==> config.mk <==
export PLATFORM = sky130hd
export DESIGN_NAME = keccak_pi_pipe
export DESIGN_NICKNAME = d
export VERILOG_FILES = /design/src/rtl/keccak_pkg.sv /design/src/rtl/keccak_pi_share.sv /design/src/rtl/keccak_pi_pipe.sv
export SDC_FILE = /design/constraint.sdc
export NUM_CORES = 1
export LEC_CHECK = 0
export ABC_AREA = 1
export CORE_ASPECT_RATIO = 1.75
export CORE_MARGIN = 2
export CORE_UTILIZATION = 55
export DETAILED_ROUTE_END_ITERATION = 10
export PLACE_DENSITY = 0.88
export RECOVER_POWER = 25
export SYNTH_ARGS = -nofsm -noshare
export SYNTH_HDL_FRONTEND = slang
export SYNTH_HIERARCHICAL = 1
export SYNTH_SLANG_ARGS = --single-unit
==> constraint.sdc <==
create_clock -name ClkxCI -period 3.9 [get_ports ClkxCI]
set_input_delay 0.78 -clock ClkxCI [delete_from_list [all_inputs] [get_ports ClkxCI]]
set_output_delay 0.78 -clock ClkxCI [all_outputs]
set_load 0.005 [all_outputs]
==> src/rtl/keccak_pkg.sv <==
// rtl/keccak_pkg.sv - shared lane maps and sizing helpers for the pi pipeline
// Purpose: lane indexing, forward/inverse pi lane maps, beat and counter sizing.
// Ports: none (package).
package keccak_pkg;

  localparam int unsigned LANES = 25;

  // Lane l = 5x+y moves to lane PI_FWD[l] under forward pi, i.e. to (y, (2x+3y)%5).
  // Gathering with this map (out[l] = in[PI_FWD[l]]) is the inverse pi.
  localparam int unsigned PI_FWD [LANES] = '{
     0,  8, 11, 19, 22,
     2,  5, 13, 16, 24,
     4,  7, 10, 18, 21,
     1,  9, 12, 15, 23,
     3,  6, 14, 17, 20
  };

  // PI_INV[d] is the source lane that forward pi moves into lane d.
  // Gathering with this map (out[d] = in[PI_INV[d]]) is the forward pi.
  localparam int unsigned PI_INV [LANES] = '{
     0, 15,  5, 20, 10,
     6, 21, 11,  1, 16,
    12,  2, 17,  7, 22,
    18,  8, 23, 13,  3,
    24, 14,  4, 19,  9
  };

  // Bit offset of lane (x,y) inside one share; slices z ascend within the field.
  function automatic int unsigned idx(input int unsigned x, input int unsigned y,
                                      input int unsigned sp);
    return (5 * x + y) * sp;
  endfunction

  function automatic int unsigned beats_per_state(input int unsigned w, input int unsigned sp);
    return w / sp;
  endfunction

  // A single-beat state still needs a 1-bit counter so the port widths stay legal.
  function automatic int unsigned cnt_width(input int unsigned w, input int unsigned sp);
    return ((w / sp) <= 1) ? 1 : $clog2(w / sp);
  endfunction

endpackage

==> src/rtl/keccak_pi_share.sv <==
// rtl/keccak_pi_share.sv - combinational pi / inverse pi on one share
// Purpose: permutes the 25 lanes of SP slices of a single share.
// Ports:
//   inv_i    - 1 selects inverse pi, 0 selects forward pi
//   slices_i - 25*SP input bits, lane (x,y) at idx(x,y,SP)
//   slices_o - 25*SP permuted bits, same layout
module keccak_pi_share #(
  parameter int unsigned SP = 1
) (
  input  logic              inv_i,
  input  logic [25*SP-1:0]  slices_i,
  output logic [25*SP-1:0]  slices_o
);
  import keccak_pkg::*;

  logic [25*SP-1:0] fwd_w;
  logic [25*SP-1:0] inv_w;

  // Both directions are pure wiring; each output lane gathers a whole SP-wide field.
  for (genvar l = 0; l < 25; l++) begin : g_lane
    localparam int unsigned DST_X = l / 5;
    localparam int unsigned DST_Y = l % 5;
    localparam int unsigned FSRC  = PI_INV[l];
    localparam int unsigned ISRC  = PI_FWD[l];

    assign fwd_w[idx(DST_X, DST_Y, SP) +: SP] = slices_i[idx(FSRC / 5, FSRC % 5, SP) +: SP];
    assign inv_w[idx(DST_X, DST_Y, SP) +: SP] = slices_i[idx(ISRC / 5, ISRC % 5, SP) +: SP];
  end

  assign slices_o = inv_i ? inv_w : fwd_w;

endmodule

==> src/rtl/keccak_pi_pipe.sv <==
// rtl/keccak_pi_pipe.sv - masked, handshaked pi step with 2-entry skid buffer
// Purpose: applies pi or inverse pi (chosen on beat 0 of each state) to every
//   share, buffers results in a 2-entry FIFO and tags first/last beats.
// Ports:
//   ClkxCI, RstxRBI        - clock, asynchronous active-low reset
//   ClearxSI               - synchronous flush of buffer, counters and mode
//   SlicesxDI/ValidxSI/ReadyxSO/InvxSI - input beat, share s at [s*25*SP +: 25*SP]
//   SlicesxDO/ValidxSO/ReadyxSI        - permuted output beat
//   FirstxSO, LastxSO      - output beat is beat 0 / beat W/SP-1 of its state
module keccak_pi_pipe #(
  parameter int unsigned SLICES_PARALLEL = 1,
  parameter int unsigned SHARES          = 2,
  parameter int unsigned LANE_WIDTH      = 64
) (
  input  logic                                 ClkxCI,
  input  logic                                 RstxRBI,
  input  logic                                 ClearxSI,
  input  logic [25*SLICES_PARALLEL*SHARES-1:0] SlicesxDI,
  input  logic                                 ValidxSI,
  output logic                                 ReadyxSO,
  input  logic                                 InvxSI,
  output logic [25*SLICES_PARALLEL*SHARES-1:0] SlicesxDO,
  output logic                                 ValidxSO,
  input  logic                                 ReadyxSI,
  output logic                                 FirstxSO,
  output logic                                 LastxSO
);
  import keccak_pkg::*;

  localparam int unsigned SP      = SLICES_PARALLEL;
  localparam int unsigned SHARE_W = 25 * SP;
  localparam int unsigned DATA_W  = SHARE_W * SHARES;
  localparam int unsigned BEATS   = beats_per_state(LANE_WIDTH, SP);
  localparam int unsigned CW      = cnt_width(LANE_WIDTH, SP);
  localparam logic [CW-1:0] LAST_BEAT = CW'(BEATS - 1);

  if (((LANE_WIDTH % SP) != 0) || (SHARES < 1)) begin : g_param_check
    $fatal(1, "keccak_pi_pipe: LANE_WIDTH must be a multiple of SLICES_PARALLEL and SHARES must be >= 1");
  end

  logic [DATA_W-1:0] perm_w;
  logic              use_inv_w;
  logic              accept_w;
  logic              deliver_w;

  logic [1:0]        count_q, count_d;
  logic              ready_q, ready_d;
  logic [DATA_W-1:0] buf0_q, buf0_d;
  logic [DATA_W-1:0] buf1_q, buf1_d;
  logic [CW-1:0]     icnt_q, icnt_d;
  logic [CW-1:0]     ocnt_q, ocnt_d;
  logic              mode_q, mode_d;

  // Beat 0 takes the live mode input; later beats reuse the mode latched on beat 0.
  assign use_inv_w = (icnt_q == '0) ? InvxSI : mode_q;

  for (genvar s = 0; s < SHARES; s++) begin : g_share
    keccak_pi_share #(.SP(SP)) u_share (
      .inv_i    (use_inv_w),
      .slices_i (SlicesxDI[s*SHARE_W +: SHARE_W]),
      .slices_o (perm_w[s*SHARE_W +: SHARE_W])
    );
  end

  assign accept_w  = ValidxSI & ready_q;
  assign deliver_w = ValidxSO & ReadyxSI;

  assign ReadyxSO  = ready_q;
  assign ValidxSO  = (count_q != 2'd0);
  assign SlicesxDO = buf0_q;
  assign FirstxSO  = ValidxSO & (ocnt_q == '0);
  assign LastxSO   = ValidxSO & (ocnt_q == LAST_BEAT);

  always_comb begin
    count_d = count_q;
    buf0_d  = buf0_q;
    buf1_d  = buf1_q;
    icnt_d  = icnt_q;
    ocnt_d  = ocnt_q;
    mode_d  = mode_q;

    if (ClearxSI) begin
      count_d = 2'd0;
      icnt_d  = '0;
      ocnt_d  = '0;
      mode_d  = 1'b0;
    end else begin
      if (accept_w) begin
        icnt_d = (icnt_q == LAST_BEAT) ? '0 : icnt_q + 1'b1;
        if (icnt_q == '0) begin
          mode_d = InvxSI;
        end
      end
      if (deliver_w) begin
        ocnt_d = (ocnt_q == LAST_BEAT) ? '0 : ocnt_q + 1'b1;
      end

      // buf0 is always the head, so the output is a plain register.
      case (count_q)
        2'd0: begin
          if (accept_w) begin
            buf0_d  = perm_w;
            count_d = 2'd1;
          end
        end
        2'd1: begin
          if (accept_w && deliver_w) begin
            buf0_d = perm_w;
          end else if (accept_w) begin
            buf1_d  = perm_w;
            count_d = 2'd2;
          end else if (deliver_w) begin
            count_d = 2'd0;
          end
        end
        default: begin
          // Full: ready is low, so only a delivery can happen.
          if (deliver_w) begin
            buf0_d  = buf1_q;
            count_d = 2'd1;
          end
        end
      endcase
    end

    ready_d = (count_d != 2'd2);
  end

  always_ff @(posedge ClkxCI or negedge RstxRBI) begin
    if (!RstxRBI) begin
      count_q <= 2'd0;
      ready_q <= 1'b1;
      buf0_q  <= '0;
      buf1_q  <= '0;
      icnt_q  <= '0;
      ocnt_q  <= '0;
      mode_q  <= 1'b0;
    end else begin
      count_q <= count_d;
      ready_q <= ready_d;
      buf0_q  <= buf0_d;
      buf1_q  <= buf1_d;
      icnt_q  <= icnt_d;
      ocnt_q  <= ocnt_d;
      mode_q  <= mode_d;
    end
  end

endmodule

==> results.toml <==
[clocking]
postCtsHoldBufs = 0
cts.sinks = 116
path_clk_slew_ps = 50
clk_latency_ps = 410
cts_root_buf = "clkbuf_16"
cts-resized-gates = 0
post_cts_buffers = 0
htreeDepth = 4
clock_path_buffers = 2
cts_buffers = 17
tritoncts = "done"

[setup_path]
reg2reg_to = "SlicesxDO[40]$_DFFE_PN0P_"
worstPathRequired_ps = 3120
worst-setup-path-type = "reg2out"
critPathCaptureType = "output port"
cp_data_arrival_time_ps = 2180
r2r-start = "icnt_q[0]$_DFFE_PN0P_"
reg2reg_depth = 12
critPathLaunchType = "flop"
cp_max_fo = 38
ff2ff_setup_slack_ps = 1370

[synthesis]
synth_area_leader_cell = "dfrtp_1"
synthSimpleGateAreaFrac_pct = 30.6
synth.area.mux_share_pct = 0
yosys.area_share.xor_xnor_pct = 0
ys_warn_count = 6
synth-compound-area-share_pct = 11.6
async_flop_share_pct = 100
synth_top_area_share_pct = 45.5
synth_edf_count = 0
synthesis.nets = 891
synth.avg_cell_area_sq_um = 7.62
syn_inst = 831
syn_area_sq_um = 6330
synthDistinctLibCells = 29
dominantRegCellSynth = "dfrtp_1"
ys_ff_latch = 116
synth_area_leaders = "dfrtp_1 45%, nand2_1 21%, o21ai_2 5.7%, nand3_1 5.2%, o21ai_0 4.7%"
synthAdderAreaFrac_pct = 0.791
synth_top_family_by_area = "simple AND/OR/NAND/NOR gates"
yosysSeqAreaShare_pct = 45.9

[routing]
wl_per_cell_um = 14.5
ant_nets = 0
first_pass_iters = 5
wl_um = 15400
vias_per_cell = 5.32
drc = 0
drtIter0Drc = 413
dr_total_vias = 5676

[power]
seqPwrFrac_pct = 38.1
pwr-share-comb_pct = 29.0
finalPower_mw = 4.86
power_density_nw_per_um2 = 616
ir_drop_uv = 429
power.leakage_nw = 3.97
p_clk_share_pct = 32.9
swShare_pct = 30.9
internal-power_mw = 3.36
net-switching-power_mw = 1.50

[floorplan]
dieArea_sq_um = 12400
rows = 51
dieWidth_um = 85.1
initial_core_util_pct = 56.7
fp.dieH_um = 146
coreArea_sq_um = 11200
io_pins = 110

[timing]
slew_headroom_pct = -15.3
setup_tns_ps = 0
period_share_pct = 75.8
min_period_ps = 2960
final_max_slew_viol_count = 69
worst_pin_slew_ps = 1730
max_freq_mhz = 338
rsz0062_at_grt = "false"
setup_viol_count_final = 0
skew_ps = 8.47
hold_viol = 0

[grt]
grt_overflow = 0
grt_pass1_wl_um = 25200
antenna_found_initial = 0
grt_max_degree = 69
track_usage_pct = 25.5
grt_pass1_vias = 5318

[run_status]
status = "finished with violations"
violations = "max-capacitance violations, max-slew violations"

[worst_hold_path]
hold_class = "reg2reg"
holdPathStages = 2
min_from = "SlicesxDO[18]$_DFFE_PN0P_"
min_to = "SlicesxDO[18]$_DFFE_PN0P_"

[placement]
place_inst = 1034
place.detailed.hpwl_um = 10000
io_buffers = 109
gp_congestion = 0.904

[layout]
multi_input_area_sq_um = 2740
instances_no_fill = 1066
final_cell_mix = "354 x nand2_1, 114 x dfrtp_1, 108 x clkdlybuf4s50_1, 74 x inv_1, 66 x nand3_1"
layout-drive-gt1-share_pct = 12.5
antennaDiodeCount = 0
syn_to_final_growth_pct = 24.6
fillers = 821
nets = 981
final_common_cell = "nand2_1"
seq_area_sq_um = 2910

[run]
maxCapViolations = 1
[kinds of logic (layout without fill, tap and decap cells)]
logic type / Yosys count / count (layout)
adder cells (fa/ha/maj): 4 / 4
flip-flops: 116 / 116
AO/OA/AOI/OAI: 115 / 115
buffers and inverters: 127 / 230
AND/OR/NAND/NOR: 469 / 469
[synthesized netlist by cell type, types with 2 or more instances]
library cell and instances:
inv_8 2, buf_4 2, inv_1 74, nand2_1 355
nor3_1 3, a21oi_1 4, clkbuf_1 6, clkbuf_8 4
ha_1 4, dfrtp_1 115, o21ai_2 41, o21ai_1 10
nand3_1 66, nand2_2 25, nor2_1 13, buf_2 20
buf_12 2, o21ai_0 59, inv_2 2, buf_6 15
[power groups by stage]
stage                     Sequential [mW]  Combinational (mW)  Clock (mW)
after floorplan                      1.82               0.846           0
after global placement               1.85                1.37           0
after detailed placement             1.86                1.40           0
after CTS                            1.85                1.42        1.61
after global routing                 1.89                1.57        1.67
final                                1.85                1.41        1.60
[routing by layer]
layer	up-vias	track usage, %	part of all wire [%]
met2	184	44.2	53
li1	2767	-	-
met1	2692	29.9	39
met4	0	11.7	2.9
met3	33	4.88	4.6
met5	-	0	0
[flip-flops by register name (all words and copies together) (netlist names)]
name / cells
buf1_q: 50
count_q: 2
ReadyxSO: 1
ocnt_q: 6
icnt_q: 6
SlicesxDO: 50
mode_q: 1
[final cells by class]
cell class / count / area share [%]
clock buffer: 23 / 6.19
inverter: 78 / 3.90
timing repair buffer: 120 / 14.7
clock inverter: 9 / 1.59
multi-input combinational: 588 / 34.7
tap: 132 / 2.09
sequential: 116 / 36.8
[worst max-delay path by stage]
stage	start	to	slack [ps]	depth (start not counted)
global placement	InvxSI	SlicesxDO[15]$_DFFE_PN0P_	970	11
detailed placement	InvxSI	SlicesxDO[39]$_DFFE_PN0P_	950	11
CTS	count_q[1]$_DFF_PN0_	FirstxSO	940	3
finish	count_q[1]$_DFF_PN0_	FirstxSO	940	3
floorplan	InvxSI	SlicesxDO[43]$_DFFE_PN0P_	2010	12
global route	count_q[1]$_DFF_PN0_	FirstxSO	750	3
[through the flow]
stage	hold slack [ps]	utilization [%]	area, sq um	setup slack, ps
2_1_floorplan	455	-	6330	2010
3_3_place_gp	454	65.2	7290	974
3_5_place_dp	457	65.2	7290	950
4_1_cts	470	70.7	7900	942
5_1_grt	486	70.6	7890	751
6_report	465	70.6	7890	944
[critical path, cell delays in order, from the launching register on]
cell and delay [ps]:
dfrtp_2 770, nor2_1 150, nor4_1 280, clkdlybuf4s50_1 560
Note: power is estimated with default switching activity, not from simulation.
